**config.mk**
```make
export PLATFORM = sky130hd
export DESIGN_NAME = stream_mux_n
export DESIGN_NICKNAME = d
export VERILOG_FILES = /design/src/rtl/mux_pkg.sv /design/src/rtl/rr_arbiter.sv /design/src/rtl/stream_mux_n.sv
export SDC_FILE = /design/constraint.sdc
export NUM_CORES = 1
export LEC_CHECK = 0
export CELL_PAD_IN_SITES_DETAIL_PLACEMENT = 1
export CELL_PAD_IN_SITES_GLOBAL_PLACEMENT = 2
export CORE_ASPECT_RATIO = 1.1
export CORE_MARGIN = 2
export CORE_UTILIZATION = 20
export CTS_BUF_LIST = sky130_fd_sc_hd__clkbuf_16
export CTS_CLUSTER_SIZE = 14
export DETAILED_ROUTE_END_ITERATION = 12
export GPL_ROUTABILITY_DRIVEN = 0
export GPL_TIMING_DRIVEN = 0
export PLACE_DENSITY = 0.93
export REMOVE_ABC_BUFFERS = 1
export SLEW_MARGIN = 10
export SYNTH_ARGS = -nofsm -noshare
export SYNTH_HDL_FRONTEND = slang
export SYNTH_SLANG_ARGS = --single-unit
```
**constraint.sdc**
```tcl
create_clock -name clk -period 2.7 [get_ports clk]
set_input_delay 0.54 -clock clk [delete_from_list [all_inputs] [get_ports clk]]
set_output_delay 0.54 -clock clk [all_outputs]
set_load 0.05 [all_outputs]
```
**src/rtl/mux_pkg.sv**
```systemverilog
// Shared definitions for the stream_mux_n family: output register state
// encoding, channel count limit and the select-width helper.
package mux_pkg;

  typedef enum logic {
    ST_EMPTY = 1'b0,
    ST_FULL  = 1'b1
  } mux_state_e;

  localparam int MUX_MAX_N = 16;

  // Width of a channel index for n channels, never narrower than one bit.
  function automatic int sel_width(input int n);
    return (n > 2) ? $clog2(n) : 1;
  endfunction

endpackage

```
**src/rtl/rr_arbiter.sv**
```systemverilog
// Combinational round-robin arbiter: grants the first requesting channel at or
// after ptr, wrapping modulo N.
module rr_arbiter #(
  parameter int N    = 4,
  parameter int SELW = 2
) (
  input  logic [N-1:0]    req,
  input  logic [SELW-1:0] ptr,
  output logic [SELW-1:0] grant,
  output logic            any_grant
);

  int   idx_v;
  logic hit_s;

  // Walk the search order backwards so the highest-priority hit is written last.
  always_comb begin
    grant     = {SELW{1'b0}};
    any_grant = 1'b0;
    idx_v     = 0;
    hit_s     = 1'b0;
    for (int k = N - 1; k >= 0; k--) begin
      idx_v     = (int'(ptr) + k >= N) ? (int'(ptr) + k - N) : (int'(ptr) + k);
      hit_s     = req[idx_v];
      grant     = hit_s ? SELW'(idx_v) : grant;
      any_grant = any_grant | hit_s;
    end
  end

endmodule

```
**src/rtl/stream_mux_n.sv**
```systemverilog
// Registered N:1 valid/ready stream multiplexer with manual select and,
// when MUX_RR_EN is defined, round-robin arbitration selected by rr_mode.
module stream_mux_n
  import mux_pkg::*;
#(
  parameter int N    = 4,
  parameter int W    = 8,
  parameter int SELW = sel_width(N)
) (
  input  logic            clk,
  input  logic            rst,
  input  logic [N-1:0]    in_valid,
  input  logic [N*W-1:0]  in_data,
  output logic [N-1:0]    in_ready,
  input  logic [SELW-1:0] sel,
  input  logic            rr_mode,
  output logic            out_valid,
  output logic [W-1:0]    out_data,
  output logic [SELW-1:0] out_chan,
  input  logic            out_ready
);

  mux_state_e      state_r;
  logic [W-1:0]    data_r;
  logic [SELW-1:0] chan_r;

  logic [SELW-1:0] man_grant_s;
  logic            man_any_s;
  logic [SELW-1:0] grant_s;
  logic            grant_any_s;
  logic            load_en_s;
  logic            xfer_s;
  logic [W-1:0]    data_sel_s;
  logic [N-1:0]    in_ready_s;

  // Manual grant: sel must name an existing channel that is presenting data.
  always_comb begin
    man_grant_s = sel;
    man_any_s   = 1'b0;
    for (int i = 0; i < N; i++) begin
      man_any_s = man_any_s | ((int'(sel) == i) & in_valid[i]);
    end
  end

`ifdef MUX_RR_EN
  logic [SELW-1:0] ptr_r;
  logic [SELW-1:0] rr_grant_s;
  logic            rr_any_s;

  rr_arbiter #(
    .N    (N),
    .SELW (SELW)
  ) u_rr_arbiter (
    .req       (in_valid),
    .ptr       (ptr_r),
    .grant     (rr_grant_s),
    .any_grant (rr_any_s)
  );

  // Mode switch acts on the current cycle's grant.
  always_comb begin
    if (rr_mode) begin
      grant_s     = rr_grant_s;
      grant_any_s = rr_any_s;
    end else begin
      grant_s     = man_grant_s;
      grant_any_s = man_any_s;
    end
  end

  // Pointer advances past the winner only on round-robin transfers.
  always_ff @(posedge clk or posedge rst) begin
    if (rst) begin
      ptr_r <= {SELW{1'b0}};
    end else if (xfer_s && rr_mode) begin
      ptr_r <= (int'(grant_s) == N - 1) ? {SELW{1'b0}} : grant_s + SELW'(1);
    end else begin
      ptr_r <= ptr_r;
    end
  end
`else
  logic unused_rr_mode_s;
  assign unused_rr_mode_s = rr_mode;

  // Without the arbiter the manual grant is the only grant.
  always_comb begin
    grant_s     = man_grant_s;
    grant_any_s = man_any_s;
  end
`endif

  assign load_en_s = (state_r == ST_EMPTY) | (out_ready & out_valid);
  assign xfer_s    = grant_any_s & load_en_s;

  // One-hot ready towards the granted channel and data steering from it.
  always_comb begin
    data_sel_s = {W{1'b0}};
    in_ready_s = {N{1'b0}};
    for (int i = 0; i < N; i++) begin
      in_ready_s[i] = xfer_s & (grant_s == SELW'(i));
      data_sel_s    = data_sel_s | ({W{grant_s == SELW'(i)}} & in_data[i*W +: W]);
    end
  end

  assign in_ready = in_ready_s & {N{~rst}};

  // Output register FSM: loads on transfer, drains on out_ready, else holds.
  always_ff @(posedge clk or posedge rst) begin
    if (rst) begin
      state_r <= ST_EMPTY;
      data_r  <= {W{1'b0}};
      chan_r  <= {SELW{1'b0}};
    end else begin
      case (state_r)
        ST_EMPTY: begin
          if (xfer_s) begin
            state_r <= ST_FULL;
            data_r  <= data_sel_s;
            chan_r  <= grant_s;
          end else begin
            state_r <= ST_EMPTY;
          end
        end
        ST_FULL: begin
          if (xfer_s) begin
            state_r <= ST_FULL;
            data_r  <= data_sel_s;
            chan_r  <= grant_s;
          end else if (out_ready) begin
            state_r <= ST_EMPTY;
          end else begin
            state_r <= ST_FULL;
          end
        end
        default: begin
          state_r <= ST_EMPTY;
        end
      endcase
    end
  end

  assign out_valid = (state_r == ST_FULL);
  assign out_data  = data_r;
  assign out_chan  = chan_r;

endmodule

```
==> impl_metrics.toml, run 1 <==
[yosys]
synth_top_flop_cell = "dfrtp_1"
ys_seq_elements = 11
synth_top_cell_by_area = "dfrtp_1"
synth_enable_flop_cells = 0
synth-warning-count = 0
post-synth-top-count-cell = "dfrtp_1"
synthesis.area_um2 = 716
synth.avg_cell_area_um2 = 14.3
synth_sequential_area_ratio_pct = 38.5
synth_cell_type_count = 17
yosys-top-cells-area = "dfrtp_1 (38%), mux4_2 (22%), mux2_4 (17%)"
post_synth_most_frequent_cells = "dfrtp_1 (11), mux2_4 (8), mux4_2 (7)"
syn_inst = 50
area_share_of_the_leading_cell_type_in_the_synthesized_netlist_pct = 38.5
asyncSetResetFlopFracSynth_pct = 100

[placed_design]
io_buffer_count = 55
dp_hpwl_um = 1900
dpl_worst_slack_ns = -1.11
dpl-instance-area_um2 = 1310

[run_status]
status = "finished, final reports clean"

[global_routing]
maximum_number_of_pins_on_one_net_before_global_route_repair = 14
grt_pass1_wl_um = 3660
global_route.overflow_total = 0
track_usage_pct = 12.8
initial_antenna_violation_count = 0
via_count_of_the_first_global_routing_pass = 790

[sta]
post-route-worst-setup-slack_ns = 0.134
rsz0062_at_grt = "no"
fin_worst_skew_ns = 0.000809
max_freq_mhz = 390
max-slew-margin-rel_pct = 59.7
period_minus_ws_final_ns = 2.57
final_max_slew_viol_count = 0
report.final.hold_viol_count = 0
worst_slew_pin_slew_ns = 0.604
final_report_setup_violation_count = 0
period_share_pct = 95.0

[clock_tree]
cts_root_buffer = "clkbuf_16"
htree_num_levels = 1
cts_tree = "yes"
total_cts_buffers = 3
clock_path_buffers = 2
sink_count = 11
insertion_delay_ns = 0.24
cts.clk_slew.worst_paths_ns = 0.04
post-cts-setup-buffer-count = 0

[layout]
antenna_cells_inserted = 0
drive_above_1_share_pct = 24.5
fillCellCount = 379
finish.net_count = 149
core_util_final_pct = 40.4
design_area_um2 = 1370
flow.area_growth_from_synthesis_pct = 91.1

[pwr]
sw_share_pct = 34.5
total_power_mw = 0.899
p_per_area_nw_per_um2 = 657
power_leakage_nw = 0.568
largest_vdd_supply_drop_uv = 174
comb_power_share_pct = 44.9
net-switching-power_mw = 0.310
seq_power_share_pct = 25.3
clock_power_share_pct = 29.8
internal_power_mw = 0.589

[setup_path]
ff2ff_path_depth = 4
worstSetupStartpointType = "input pin"
worstPathRequired_ns = 2.16
critical_path.reg2reg.startpoint = "out_valid"
r2r-end = "out_data[0]"
crit_arrival_ns = 2.03
r2r_setup_slack_ns = 0.93
critical_path_class = "in -> out"
path_max_fanout = 5
critical_path_endpoint_category = "output pin"

[floorplanning]
row_count = 22
dieWidth_um = 61.0
io_pins = 57
initial_utilization_pct = 21.1
core_area_um2 = 3390
floorplan.die_area_um2 = 4070
die_height_um = 66.7

[min_path]
hold_start = "out_chan[1]"
min_path_type = "reg -> reg"
whs_endpoint = "out_chan[1]"
hold_path_depth = 2

[route]
vias_per_cell = 4.28
drt_pass1_iterations = 2
drt_drc_violations_left = 0
vias = 659
drtAntennaViolNets = 0
totalWireLength_um = 2350
drt_iter0_drc = 5
post_drt_wl_per_cell_um = 15.3

[run]
maxCapViolations = 0
## layout make-up
cell class              count  area (um2)  share of cell area (%)
clock buffers               3        75.1                    5.49
clock inverters             1        3.75                   0.274
inverters                   3        11.3                   0.823
multi-input cells          33         409                    29.9
flip-flops and latches     11         275                    20.1
well taps                  48        60.1                    4.39
repair buffers             55         533                    39.0
## placed cells by master, fill, tap and decap left out, drive strengths merged
cell / count
mux4: 8
clkdlybuf4s15: 2
mux2i: 1
nand2b: 1
and2: 1
dfrtp: 11
buf: 3
or3b: 1
mux2: 9
clkbuf: 4
inv: 4
o21ai: 2
nor4: 4
clkdlybuf4s50: 49
nand2: 4
nand3: 2
## per-stage QoR
| step | hold WS (ns) | TNS [ns] | instances |
|---|---|---|---|
| 2_1_floorplan | 0.392 | -1.24 | 47 |
| 3_3_place_gp | 0.467 | -7.98 | 150 |
| 3_5_place_dp | 0.494 | -8.82 | 150 |
| 4_1_cts | 0.505 | -0.0258 | 154 |
| 5_1_grt | 0.519 | 0 | 154 |
| 6_report | 0.499 | 0 | 154 |
## power by group through the flow
| stage | registers [mW] | logic (mW) | clock network [mW] |
|---|---|---|---|
| floorplan | 0.371 | 0.100 | 0 |
| global placement | 0.229 | 0.402 | 0 |
| detailed placement | 0.231 | 0.409 | 0 |
| CTS | 0.229 | 0.407 | 0.274 |
| global route | 0.234 | 0.423 | 0.284 |
| finish | 0.228 | 0.403 | 0.268 |
## worst max-delay path by stage
stage                   start     endpoint  slack [ns]  cells past startpoint
global placement       sel[0]  in_ready[1]       -1.08                      5
global route           sel[0]  in_ready[2]        0.02                      5
finish              out_ready  in_ready[0]        0.13                      5
floorplan           out_valid  in_ready[0]       -0.43                      3
CTS                    sel[1]  in_ready[2]       -0.03                      4
detailed placement     sel[0]  in_ready[0]       -1.11                      5
## cells by family (layout without fill, tap and decap cells)
| kind of cell | count (synthesis) | after routing | synth area share, % |
|---|---|---|---|
| simple gates | 13 | 13 | 10.3 |
| flops | 11 | 11 | 38.5 |
| compound gates | 2 | 2 | 1.40 |
| buf+inv | 6 | 62 | 4.37 |
| mux | 18 | 18 | 45.5 |
## state kept, by name, indices dropped and copies added, names as in the netlist
register   count
out_valid      1
out_data       8
out_chan       2
## per-layer routing
layer  vias to the layer above  track usage (%)  share of wire, %
met5                         -                0                 0
met2                        33             24.1                57
met3                         2             2.14               4.4
met1                       320             13.2                37
met4                         0             5.98               1.1
li1                        304                -                 -
## worst max-delay path, cell delays in order
cell             delay (ns)
clkdlybuf4s50_1        0.44
nand2b_1               0.14
or3b_4                 0.42
nor4_1                 0.17
buf_2                  0.31
## timing repair
| action | in CTS | in global routing |
|---|---|---|
| gates cloned | 0 | 0 |
| setup endpoints to repair | 13 | 3 |
| gates resized for setup | 24 | 4 |
| hold buffers | 0 | 0 |
Note: power is estimated with default switching activity, not from simulation.
==> run 2: changes to the inputs <==
==> constraint.sdc (replaced) <==
create_clock -name clk -period 2.7 [get_ports clk]
set_input_delay 0.54 -clock clk [delete_from_list [all_inputs] [get_ports clk]]
set_output_delay 0.54 -clock clk [all_outputs]
set_load 0.01 [all_outputs]
==> impl_metrics.toml, run 2 (synthesis results as in run 1) <==
[setup_path]
worstPathRequired_ns = 2.16
worstSetupStartpointType = "input pin"
path_max_fanout = 5
crit_arrival_ns = 2.05
critical_path_endpoint_category = "output pin"
critical_path_class = "in -> out"

[layout]
commonest_non_fill_non_tap_cells_in_the_layout = "clkdlybuf4s50_1 (49), dfrtp_1 (11), mux2_4 (8)"
core_util_final_pct = 41.9
layout.cells.non_filler = 154
antenna_cells_inserted = 0
drive_above_1_share_pct = 24.5
finish.net_count = 149
largest_register_ffs = 8
flow.area_growth_from_synthesis_pct = 98.3
mostFrequentLayoutCell = "clkdlybuf4s50_1"

[clock_tree]
insertion_delay_ns = 0.24
htree_num_levels = 1
clock_path_buffers = 2
cts.clk_slew.worst_paths_ns = 0.04
cts_tree = "yes"
cts_root_buffer = "clkbuf_16"
sink_count = 11
total_cts_buffers = 3
post-cts-setup-buffer-count = 0
cts.hold.buffers_added = 0

[floorplanning]
floorplan.die_area_um2 = 4070
core_area_um2 = 3390
dieWidth_um = 61.0
die_height_um = 66.7
io_pins = 57
row_count = 22
initial_utilization_pct = 21.1

[route]
totalWireLength_um = 2310
drtAntennaViolNets = 0
vias_per_cell = 4.28
post_drt_wl_per_cell_um = 15.0
drt_iter0_drc = 5
vias = 659
drt_pass1_iterations = 4
drt_drc_violations_left = 0

[placed_design]
numPlacedInstances = 150
dp_hpwl_um = 1900
io_buffer_count = 55

[sta]
period_share_pct = 95.8
final_max_slew_viol_count = 0
max-slew-margin-rel_pct = 62.4
period_minus_ws_final_ns = 2.59
report.final.hold_viol_count = 0
timing.hold.ws_ns = 0.496
final_report_setup_violation_count = 0
fin_worst_skew_ns = 0.00318
rsz0062_at_grt = "no"
worst_slew_pin_slew_ns = 0.564
max_freq_mhz = 387

[pwr]
largest_vdd_supply_drop_uv = 164
power_leakage_nw = 0.615
p_per_area_nw_per_um2 = 546

[min_path]
min_path_type = "reg -> reg"

[global_routing]
initial_antenna_violation_count = 0
grt_pass1_wl_um = 3690
global_route.overflow_total = 0
track_usage_pct = 12.9
via_count_of_the_first_global_routing_pass = 799
maximum_number_of_pins_on_one_net_before_global_route_repair = 14

[run]
maxCapViolations = 0

[run_status]
status = "finished, final reports clean"
==> run 2: cell types whose count changed in the layout (fill, tap and decap cells not counted), moves of 2 or more <==
cell / before / now
buf_2: 3 / 0
nor4_1: 4 / 1
dlygate4sd2_1: 0 / 2
dlymetal6s2s_1: 0 / 2
nor4_2: 0 / 2
==> run 2: critical path, cell delays in order <==
cell             delay [ns]
clkdlybuf4s50_1        0.44
nand2b_1               0.15
or3b_4                 0.43
nor4_1                 0.17
dlygate4sd2_1          0.30
==> run 2: path summary, 6_finish.rpt <==
| kind | end | start | cells after the start | slack [ns] |
|---|---|---|---|---|
| max in group asynchronous | out_data[7] | rst | 2 | 1.56 |
| hold reg to reg | out_chan[1] | out_chan[1] | 2 | 0.50 |
| setup / recovery | in_ready[0] | out_ready | 5 | 0.11 |
| setup reg to reg | out_data[6] | out_valid | 4 | 0.93 |
| min in group asynchronous | out_valid | rst | 2 | 0.82 |
| hold / removal | out_chan[1] | out_chan[1] | 2 | 0.50 |
==> run 2: stage by stage <==
stage | worst slack [ns] | setup TNS (ns) | area [um2] | power, mW
after CTS | 0.0275 | 0 | 1390 | 0.785
final | 0.114 | 0 | 1420 | 0.774
after floorplan | 0.750 | 0 | 696 | 0.345
after global routing | 0.0331 | 0 | 1420 | 0.817
after global placement | -0.814 | -6.91 | 1310 | 0.502
after detailed placement | -0.843 | -7.75 | 1310 | 0.512
==> run 2: area by class of cell <==
cell class | count | area, um2
clock buffer | 3 | 75.1
multi-input combinational | 33 | 442
inverter | 3 | 11.3
sequential | 11 | 275
clock inverter | 1 | 3.75
timing repair buffer | 55 | 552
fill | 372 | 1970
tap | 48 | 60.1
==> run 2: what timing repair did <==
action                     CTS  global route
gates resized for setup     13             5
setup endpoints to repair   13             3
hold endpoints to repair     0             0
==> run 2: power by group <==
group / internal (mW) / total [mW] / switching (mW)
Combinational: 0.191 / 0.279 / 0.0887
Sequential: 0.206 / 0.228 / 0.0219
Clock: 0.194 / 0.267 / 0.0728
==> run 2: routing by layer <==
layer	track usage, %	wire, um
met1	13.0	767
met2	24.1	1400
met3	2.52	113
met4	6.52	27
met5	0	0
